--- src/rtl/sisc_pkg.sv ---
// sisc_pkg: definitions shared across the SISC core.
//   fetch_state_t - instruction fetch FSM state encoding
//   OP_HLT        - opcode (insn[31:28]) of the HLT instruction
//   ADDR_W_DEF    - default instruction address width
//   is_hlt()      - true when an instruction word carries the HLT opcode
package sisc_pkg;

    localparam int         ADDR_W_DEF = 16;
    localparam logic [3:0] OP_HLT     = 4'hF;

    typedef enum logic [1:0] {
        ST_IDLE = 2'd0,
        ST_REQ  = 2'd1,
        ST_DONE = 2'd2,
        ST_HALT = 2'd3
    } fetch_state_t;

    function automatic logic is_hlt(input logic [31:0] insn);
        return insn[31:28] == OP_HLT;
    endfunction

endpackage

--- src/rtl/ifetch.sv ---
// ifetch: instruction fetch unit. Holds the PC, issues one read at a time
// to instruction memory, loads the instruction register and stops on HLT.
//
// Ports
//   clk        in   clock, rising edge
//   rst_f      in   asynchronous active-low reset
//   fetch_en   in   request to fetch the next instruction
//   br_taken   in   redirect the PC to br_addr
//   br_addr    in   branch target
//   imem_req   out  memory read request, high for the whole request phase
//   imem_addr  out  memory read address (the current pc)
//   imem_ack   in   read data valid; only honoured while a request is open
//   imem_rdata in   read data
//   ir         out  instruction register
//   ir_valid   out  one-cycle pulse after ir is loaded
//   pc         out  program counter
//   halted     out  high after a HLT instruction has been loaded
//   fetch_err  out  sticky flag, set when memory fails to ack in time
module ifetch
    import sisc_pkg::*;
#(
    parameter int ADDR_W      = ADDR_W_DEF,
    parameter int ACK_TIMEOUT = 15
) (
    input  logic              clk,
    input  logic              rst_f,
    input  logic              fetch_en,
    input  logic              br_taken,
    input  logic [ADDR_W-1:0] br_addr,
    output logic              imem_req,
    output logic [ADDR_W-1:0] imem_addr,
    input  logic              imem_ack,
    input  logic [31:0]       imem_rdata,
    output logic [31:0]       ir,
    output logic              ir_valid,
    output logic [ADDR_W-1:0] pc,
    output logic              halted,
    output logic              fetch_err
);

    localparam int              CNT_W    = (ACK_TIMEOUT < 2) ? 1 : $clog2(ACK_TIMEOUT + 1);
    localparam logic [CNT_W-1:0] CNT_LAST = CNT_W'(ACK_TIMEOUT - 1);

    fetch_state_t      state_q, state_d;
    logic [ADDR_W-1:0] pc_q, pc_d;
    logic [31:0]       ir_q, ir_d;
    logic [CNT_W-1:0]  wait_cnt_q, wait_cnt_d;
    logic              pend_vld_q, pend_vld_d;
    logic [ADDR_W-1:0] pend_addr_q, pend_addr_d;
    logic              fetch_err_q, fetch_err_d;

    always_ff @(posedge clk or negedge rst_f) begin
        if (!rst_f) begin
            state_q     <= ST_IDLE;
            pc_q        <= '0;
            ir_q        <= '0;
            wait_cnt_q  <= '0;
            pend_vld_q  <= 1'b0;
            pend_addr_q <= '0;
            fetch_err_q <= 1'b0;
        end else begin
            state_q     <= state_d;
            pc_q        <= pc_d;
            ir_q        <= ir_d;
            wait_cnt_q  <= wait_cnt_d;
            pend_vld_q  <= pend_vld_d;
            pend_addr_q <= pend_addr_d;
            fetch_err_q <= fetch_err_d;
        end
    end

    always_comb begin
        state_d     = state_q;
        pc_d        = pc_q;
        ir_d        = ir_q;
        wait_cnt_d  = wait_cnt_q;
        pend_vld_d  = pend_vld_q;
        pend_addr_d = pend_addr_q;
        fetch_err_d = fetch_err_q;
        imem_req    = 1'b0;
        ir_valid    = 1'b0;
        halted      = 1'b0;

        case (state_q)
            ST_IDLE: begin
                // A branch in the same cycle as fetch_en lands in pc first,
                // so the request that follows reads from the branch target.
                if (br_taken) begin
                    pc_d = br_addr;
                end
                if (fetch_en) begin
                    wait_cnt_d = '0;
                    state_d    = ST_REQ;
                end
            end

            ST_REQ: begin
                imem_req = 1'b1;
                if (imem_ack) begin
                    ir_d = imem_rdata;
                    // A branch arriving with the ack is the most recent one.
                    if (br_taken) begin
                        pc_d = br_addr;
                    end else if (pend_vld_q) begin
                        pc_d = pend_addr_q;
                    end else begin
                        pc_d = pc_q + ADDR_W'(1);
                    end
                    pend_vld_d = 1'b0;
                    wait_cnt_d = '0;
                    state_d    = ST_DONE;
                end else begin
                    if (br_taken) begin
                        pend_vld_d  = 1'b1;
                        pend_addr_d = br_addr;
                    end
                    // This cycle is the ACK_TIMEOUT-th one without an ack.
                    if (wait_cnt_q == CNT_LAST) begin
                        fetch_err_d = 1'b1;
                        pend_vld_d  = 1'b0;
                        wait_cnt_d  = '0;
                        state_d     = ST_IDLE;
                    end else begin
                        wait_cnt_d = wait_cnt_q + CNT_W'(1);
                    end
                end
            end

            ST_DONE: begin
                ir_valid = 1'b1;
                state_d  = is_hlt(ir_q) ? ST_HALT : ST_IDLE;
            end

            ST_HALT: begin
                halted = 1'b1;
            end

            default: begin
                state_d = ST_IDLE;
            end
        endcase
    end

    assign imem_addr = pc_q;
    assign pc        = pc_q;
    assign ir        = ir_q;
    assign fetch_err = fetch_err_q;

endmodule

--- config.mk ---
export PLATFORM = sky130hd
export DESIGN_NAME = ifetch
export DESIGN_NICKNAME = d
export VERILOG_FILES = /design/src/rtl/sisc_pkg.sv /design/src/rtl/ifetch.sv
export SDC_FILE = /design/constraint.sdc
export NUM_CORES = 1
export LEC_CHECK = 0
export CAP_MARGIN = 30
export CORE_MARGIN = 10
export CORE_UTILIZATION = 45
export CTS_CLUSTER_DIAMETER = 60
export DETAILED_ROUTE_END_ITERATION = 10
export GPL_TIMING_DRIVEN = 0
export HOLD_SLACK_MARGIN = 0.08
export PLACE_DENSITY_LB_ADDON = 0.3
export SLEW_MARGIN = 0
export SYNTH_ARGS = -nofsm -noshare
export SYNTH_HDL_FRONTEND = slang
export SYNTH_SLANG_ARGS = --single-unit
export TNS_END_PERCENT = 10
--- constraint.sdc ---
create_clock -name clk -period 2.2 [get_ports clk]
set_input_delay 0.44 -clock clk [delete_from_list [all_inputs] [get_ports clk]]
set_output_delay 0.44 -clock clk [all_outputs]
set_load 0.1 [all_outputs]
==> results by group, run 1 <==
Outcome
  • Run status: complete, no violations

Synthesis
  • Post-synth top area cell: dfrtp_1
  • Ys Warns: 0
  • Top cells by area, synth: dfrtp_1 49%, mux2_2 16%, buf_4 3.9%, ha_1 2.7%, a21oi_1 2.0%
  • Post-Synthesis Cells: 324
  • Main combinational cell family by area after synthesis: multiplexers
  • Seq/Total Area, Yosys: 48.7%
  • Synth cell types: 51
  • Number of flops mapped to enable cells by yosys: 0
  • Xor/xnor share of the synthesized area: 1.18%
  • Ys flop type: dfrtp_1
  • #FFs+latches synth: 72
  • Synth Area in Compound Gates: 14.1%
  • Asr flop ratio synth: 100%
  • Share of the synthesized area in the top cell type: 48.7%
  • Synth Area per Inst: 11.4 um^2
  • Fraction of synthesized area in multiplexers: 17.3%
  • Syn Nets: 385
  • Synth Area in Adders: 2.71%
  • Simple-gate share of the synthesized area: 9.78%
  • Synth Cell Area: 0.00370 mm^2

Timing
  • Worst-margin pin slew: 0.999 ns
  • RSZ-0062 raised after global routing: true
  • Tmin final: 2.16 ns
  • Hold Fails Final Rpt: 0
  • Period utilization: 98.0%
  • Max Slew Vio Count: 0
  • Max_slew headroom: 33.7%
  • Skew final: 0.0123 ns
  • Setup Viol. Count Final: 0
  • Peak Freq: 0.464 GHz

Setup path
  • Setup crit start kind: flip-flop
  • Worst Path Max Fanout: 6
  • Crit end category: output port
  • Delay-heaviest family, CP: buffers and inverters
  • Crit-path max cell delay: 0.90 ns
  • Reg2Reg Setup Slack: 0.12 ns
  • CP Cell Sequence: dlygate4sd2_1
  • WS Path Type: reg2out
  • Buf+Inv Stages, Crit Path: 1
  • Worst path required time: 1.76 ns
  • Crit path arrival time: 1.72 ns
  • Worst path slowest cell: dlygate4sd2_1

Cells and area
  • Number of diodes: 0
  • Nets: 517
  • Register area: 0.00180 mm^2
  • Final Non-Filler Cells: 565
  • Design area: 0.00514 mm^2
  • Syn-to-layout area delta: 39.0%
  • Area occupied by multi-input gates: 0.00167 mm^2
  • Filler Cell Count: 702
  • Layout cells sized above 1: 27.2%

Placed design
  • Final GP Congestion: 0.903
  • IO Port Bufs: 119
  • DP Area: 0.00504 mm^2
  • Detailed placer's ending HPWL: 7730 um
  • Placed cells: 549

Global routing
  • Routing usage on met3: 8.39%
  • GRT Total Usage: 16.1%
  • Grt peak-use layer: met2
  • M2 GR Usage: 24.3%
  • Largest net degree at the start of global routing: 38
  • Antenna violations before repair: 0
  • First-pass GRT wire length: 16400 um
  • Routing usage on met1: 18.7%
  • Vias in the first global route: 3270
  • GRT overflow: 0

Routing
  • Via count: 3019
  • Vias per inst: 5.34
  • Iteration-0 DRC Markers: 104
  • 1st-pass router iterations: 4
  • Drt total wl: 10100 um
  • Post-DRT Antenna Nets: 0
  • Routed wire per std cell: 17.9 um
  • DRC Markers: 0

Flow run
  • Maxcap violations: 0

Floorplan
  • Initial Utilization: 45.7%
  • Die Area: 0.0122 mm^2
  • Core box area: 0.00809 mm^2
  • Std-Cell Rows: 33
  • Chip Height: 111 um
  • Num ports: 121
  • Die X: 111 um

CTS
  • Clock sinks: 72
  • Num CTS Buffers: 9
  • Worst-Skew Late Latency: 0.34 ns
  • TritonCTS clock tree: done
  • # Post-CTS Setup Buffers: 0
  • H-tree depth: 3
  • Longest Clk Path Bufs: 2
  • Clock slew at reported path FFs: 0.07 ns
  • Root Buffer: clkbuf_8

Worst hold path
  • HP Class: in2reg
==> worst paths after layout <==
path                              start             end  cells after the start
max in group asynchronous         rst_f   wait_cnt_q[0]                      3
hold reg to reg               fetch_err       fetch_err                      1
setup reg to reg             state_q[0]    imem_addr[9]                      7
setup / recovery           imem_addr[6]    imem_addr[6]                      1
min in group asynchronous         rst_f  pend_addr_q[2]                      2
hold / removal                 br_taken      pend_vld_q                      3
==> state kept, by name, indices dropped and copies added, names as in the netlist <==
name         cells
imem_addr       16
pend_vld_q       1
ir              32
pend_addr_q     16
wait_cnt_q       4
state_q          2
fetch_err        1
==> tightest hold or removal path, cell delays in order <==
cell      delay [ns]
clkbuf_2        0.14
a21oi_1         0.14
a21oi_1         0.04
==> per-stage QoR <==
stage	setup WS [ns]	hold slack (ns)	util (%)	TNS [ns]
final	0.0442	0.471	63.5	0
after detailed placement	-0.137	0.424	62.3	-0.622
after global placement	-2.15	0.455	62.1	-135.45
after floorplan	-0.201	0.144	-	-0.201
after global routing	-0.0102	0.490	63.5	-0.0102
after CTS	0.00563	0.458	63.4	0
==> synth_stat cells, types with 2 or more instances <==
cell type	instances
dfrtp_1	72
mux2_2	52
buf_4	19
nand2_1	16
a21oi_1	15
nor2_1	12
nand3_1	10
buf_2	9
nand2b_1	9
ha_1	8
o21ai_0	7
a211oi_1	6
inv_1	6
o31ai_1	6
nand4_1	5
xnor2_1	5
a211o_1	4
and3_1	4
mux2i_1	4
o211ai_1	4
o21ai_1	4
o21bai_1	4
o221ai_1	4
a21o_1	3
a31oi_1	3
clkbuf_1	3
nor4_1	3
o21a_1	3
a311oi_1	2
==> final cells by class <==
class	count	area share (%)
timing repair buffer	121	22.1
buffer	33	4.04
sequential	72	35.1
inverter	6	0.438
tap	105	2.56
clock inverter	3	0.390
clock buffer	12	2.83
multi-input combinational	213	32.6
==> cells in the final DEF, fill, tap and decap left out, types with 6 or more instances in the layout <==
cell type,Yosys,routed
clkdlybuf4s15_2,0,6
clkdlybuf4s50_1,0,50
buf_2,9,9
a211oi_1,6,6
a21oi_1,15,15
o31ai_1,6,6
dlygate4sd2_1,0,44
o21ai_0,7,7
ha_1,8,7
nand3_1,10,10
clkbuf_8,0,10
buf_4,19,33
dfrtp_1,72,71
nand2_1,16,16
mux2_2,52,52
nor2_1,12,12
nand2b_1,9,9
inv_1,6,6
==> per-layer routing <==
layer	share of wire, %	wire length, um	up-vias
met3	13	1290	17
met2	44	4500	128
li1	-	-	1433
met5	0	0	-
met1	41	4180	1441
met4	1.6	165	0
==> kinds of logic (layout without fill, tap and decap cells) <==
| group | Yosys count | count (layout) |
|---|---|---|
| AOI/OAI and AO/OA | 74 | 74 |
| buffers and inverters | 39 | 175 |
| adders and majority gates | 8 | 8 |
| xor gates and xnor gates | 5 | 5 |
| DFF | 72 | 72 |
| and+or+nand+nor | 69 | 69 |
| muxes | 57 | 57 |
==> repair_timing <==
action	CTS	global route
hold endpoints to repair	35	0
gates resized for setup	88	7
hold buffers	1	0
pin swaps	0	0
endpoints found under the setup margin	68	6
Power of run 1 is left out: the tool's default activity adds up to more than one toggle a clock period on the data nets, which glitch-free logic cannot reach.
==> inputs of run 2 (changes only) <==
--- a/config.mk
+++ b/config.mk
@@ -7,12 +7,14 @@
 export LEC_CHECK = 0
 export CAP_MARGIN = 30
 export CORE_MARGIN = 10
-export CORE_UTILIZATION = 45
+export CORE_UTILIZATION = 46
 export CTS_CLUSTER_DIAMETER = 60
 export DETAILED_ROUTE_END_ITERATION = 10
 export GPL_TIMING_DRIVEN = 0
 export HOLD_SLACK_MARGIN = 0.08
+export MAX_ROUTING_LAYER = met4
 export PLACE_DENSITY_LB_ADDON = 0.3
+export SKIP_LAST_GASP = 1
 export SLEW_MARGIN = 0
 export SYNTH_ARGS = -nofsm -noshare
 export SYNTH_HDL_FRONTEND = slang
==> results by group, run 2 (synthesis results as in run 1) <==
Routing
  • Post-DRT Antenna Nets: 0 (unchanged)
  • Iteration-0 DRC Markers: 123 (was 104)
  • Vias per inst: 5.53 (was 5.34)
  • Drt total wl: 10400 um (was 10100 um)
  • Via count: 3116 (was 3019)
  • DRC Markers: 0 (unchanged)
  • 1st-pass router iterations: 4 (unchanged)
  • Routed wire per std cell: 18.5 um (was 17.9 um)

Floorplan
  • Die X: 110 um (was 111 um)
  • Initial Utilization: 47.6% (was 45.7%)
  • Chip Height: 110 um (was 111 um)
  • Die Area: 0.0120 mm^2 (was 0.0122 mm^2)
  • Num ports: 121 (unchanged)
  • Std-Cell Rows: 32 (was 33)
  • Core box area: 0.00777 mm^2 (was 0.00809 mm^2)

Setup path
  • Crit-path max cell delay: 1.12 ns (was 0.90 ns)
  • Worst path required time: 1.76 ns (about the same)
  • Worst Path Max Fanout: 5 (was 6)
  • WS Path Type: reg2out (unchanged)
  • Buf+Inv Stages, Crit Path: 2 (was 1)
  • CP Cell Sequence: buf_4 > clkdlybuf4s50_1 (was dlygate4sd2_1)
  • Setup crit start kind: flip-flop (unchanged)
  • Crit end category: output port (unchanged)
  • Worst path slowest cell: clkdlybuf4s50_1 (was dlygate4sd2_1)
  • Crit path arrival time: 2.01 ns (was 1.72 ns)
  • Delay-heaviest family, CP: buffers and inverters (unchanged)

Timing
  • RSZ-0062 raised after global routing: true (unchanged)
  • Fin Setup TNS: -6.02 ns (was 0 ns)
  • Period utilization: 111% (was 98.0%)
  • Hold Fails Final Rpt: 0 (unchanged)
  • Peak Freq: 0.408 GHz (was 0.464 GHz)
  • Setup Viol. Count Final: 55 (was 0)
  • Worst-margin pin slew: 1.02 ns (was 0.999 ns)
  • Setup ws final: -0.250 ns (was 0.0442 ns)
  • Skew final: 0.00800 ns (was 0.0123 ns)
  • Max Slew Vio Count: 0 (unchanged)
  • Tmin final: 2.45 ns (was 2.16 ns)
  • Max_slew headroom: 32.0% (was 33.7%)

Cells and area
  • Syn-to-layout area delta: 42.4% (was 39.0%)
  • Number of diodes: 0 (unchanged)
  • Filler Cell Count: 615 (was 702)
  • Commonest cells after routing, fill and taps aside: 97 x clkdlybuf4s50_1, 71 x dfrtp_1, 52 x mux2_2 (was 71 x dfrtp_1, 52 x mux2_2, 50 x clkdlybuf4s50_1)
  • Nets: 517 (unchanged)
  • Layout cells sized above 1: 23.9% (was 27.2%)
  • Commonest non-fill, non-tap cell in the layout: clkdlybuf4s50_1 (was dfrtp_1)
  • Largest register FFs: 32 (unchanged)

CTS
  • Clock sinks: 72 (unchanged)
  • Clock slew at reported path FFs: 0.08 ns (was 0.07 ns)
  • Longest Clk Path Bufs: 2 (unchanged)
  • TritonCTS clock tree: done (unchanged)
  • Root Buffer: clkbuf_8 (unchanged)
  • Worst-Skew Late Latency: 0.35 ns (was 0.34 ns)
  • Num CTS Buffers: 9 (unchanged)
  • H-tree depth: 3 (unchanged)
  • # Post-CTS Setup Buffers: 0 (unchanged)

Global routing
  • GRT overflow: 0 (unchanged)
  • First-pass GRT wire length: 16500 um (was 16400 um)
  • Routing usage on met3: 8.02% (was 8.39%)
  • Routing usage on met1: 19.0% (was 18.7%)
  • GRT Total Usage: 18.1% (was 16.1%)
  • Vias in the first global route: 3283 (was 3270)
  • M2 GR Usage: 29.4% (was 24.3%)
  • Grt peak-use layer: met2 (unchanged)
  • Largest net degree at the start of global routing: 42 (was 38)
  • Antenna violations before repair: 0 (unchanged)

Flow run
  • Maxcap violations: 0 (unchanged)

Placed design
  • Detailed placer's ending HPWL: 7810 um (was 7730 um)
  • Final GP Congestion: 0.889 (was 0.903)
  • IO Port Bufs: 119 (unchanged)

Outcome
  • Run status: finished with violations (was complete, no violations)
  • Failing checks: negative setup slack

Worst hold path
  • HP Class: in2reg (unchanged)
[run 2: cell types whose count changed in the layout (fill, tap and decap cells not counted), moves of 2 or more]
cell	delta
clkdlybuf4s15_1	-4
clkdlybuf4s50_1	+47
buf_4	-13
bufinv_16	+2
clkinvlp_4	-2
dlygate4sd2_1	-35
dlymetal6s2s_1	+6
[run 2: area by class of cell]
cell class	count	area, um^2	share of cell area [%]
sequential	72	1800	34.2
inverter	6	22.5	0.428
timing repair buffer	121	1220	23.2
clock inverter	3	65.1	1.24
tap	102	128	2.42
multi-input combinational	213	1670	31.7
clock buffer	13	149	2.83
buffer	33	208	3.94
[run 2: tightest hold or removal path: cells and delay by family]
family	cells	cell delay (ns)
AOI/OAI and AO/OA	2	0.20
buffers and inverters	1	0.15
[run 2: timing repair]
item                       CTS  global route
hold endpoints to repair    31             0
gates resized for setup     25             8
setup endpoints to repair   68            75
hold buffers                 1             0
[run 2: layer usage]
layer	up-vias	wire length (um)
li1	1434	-
met1	1513	4030
met2	148	4950
met3	21	1240
met4	0	215
met5	-	0
[run 2: stage by stage]
stage | util (%) | std cells | setup WS (ns) | hold slack, ns | area, um^2
final | 67.8 | 563 | -0.250 | 0.466 | 5270
after floorplan | - | 324 | -0.201 | 0.144 | 3700
after global placement | 64.6 | 545 | -2.08 | 0.468 | 5020
after global routing | 67.8 | 563 | -0.296 | 0.486 | 5270
after detailed placement | 64.9 | 546 | -0.148 | 0.413 | 5040
after CTS | 67.7 | 563 | -0.277 | 0.460 | 5260
[run 2: path summary, 6_finish.rpt]
check,start,endpoint,slack (ns),cells after the start
max,imem_addr[15],pc[15],-0.25,2
min,br_taken,pend_vld_q,0.47,3
max reg2reg,state_q[1],pend_addr_q[9],0.02,6
min reg2reg,fetch_err,fetch_err,0.48,1
max in group asynchronous,rst_f,ir[26],1.06,3
min in group asynchronous,rst_f,imem_addr[13],0.58,2
Power of run 2 is left out for the same reason.
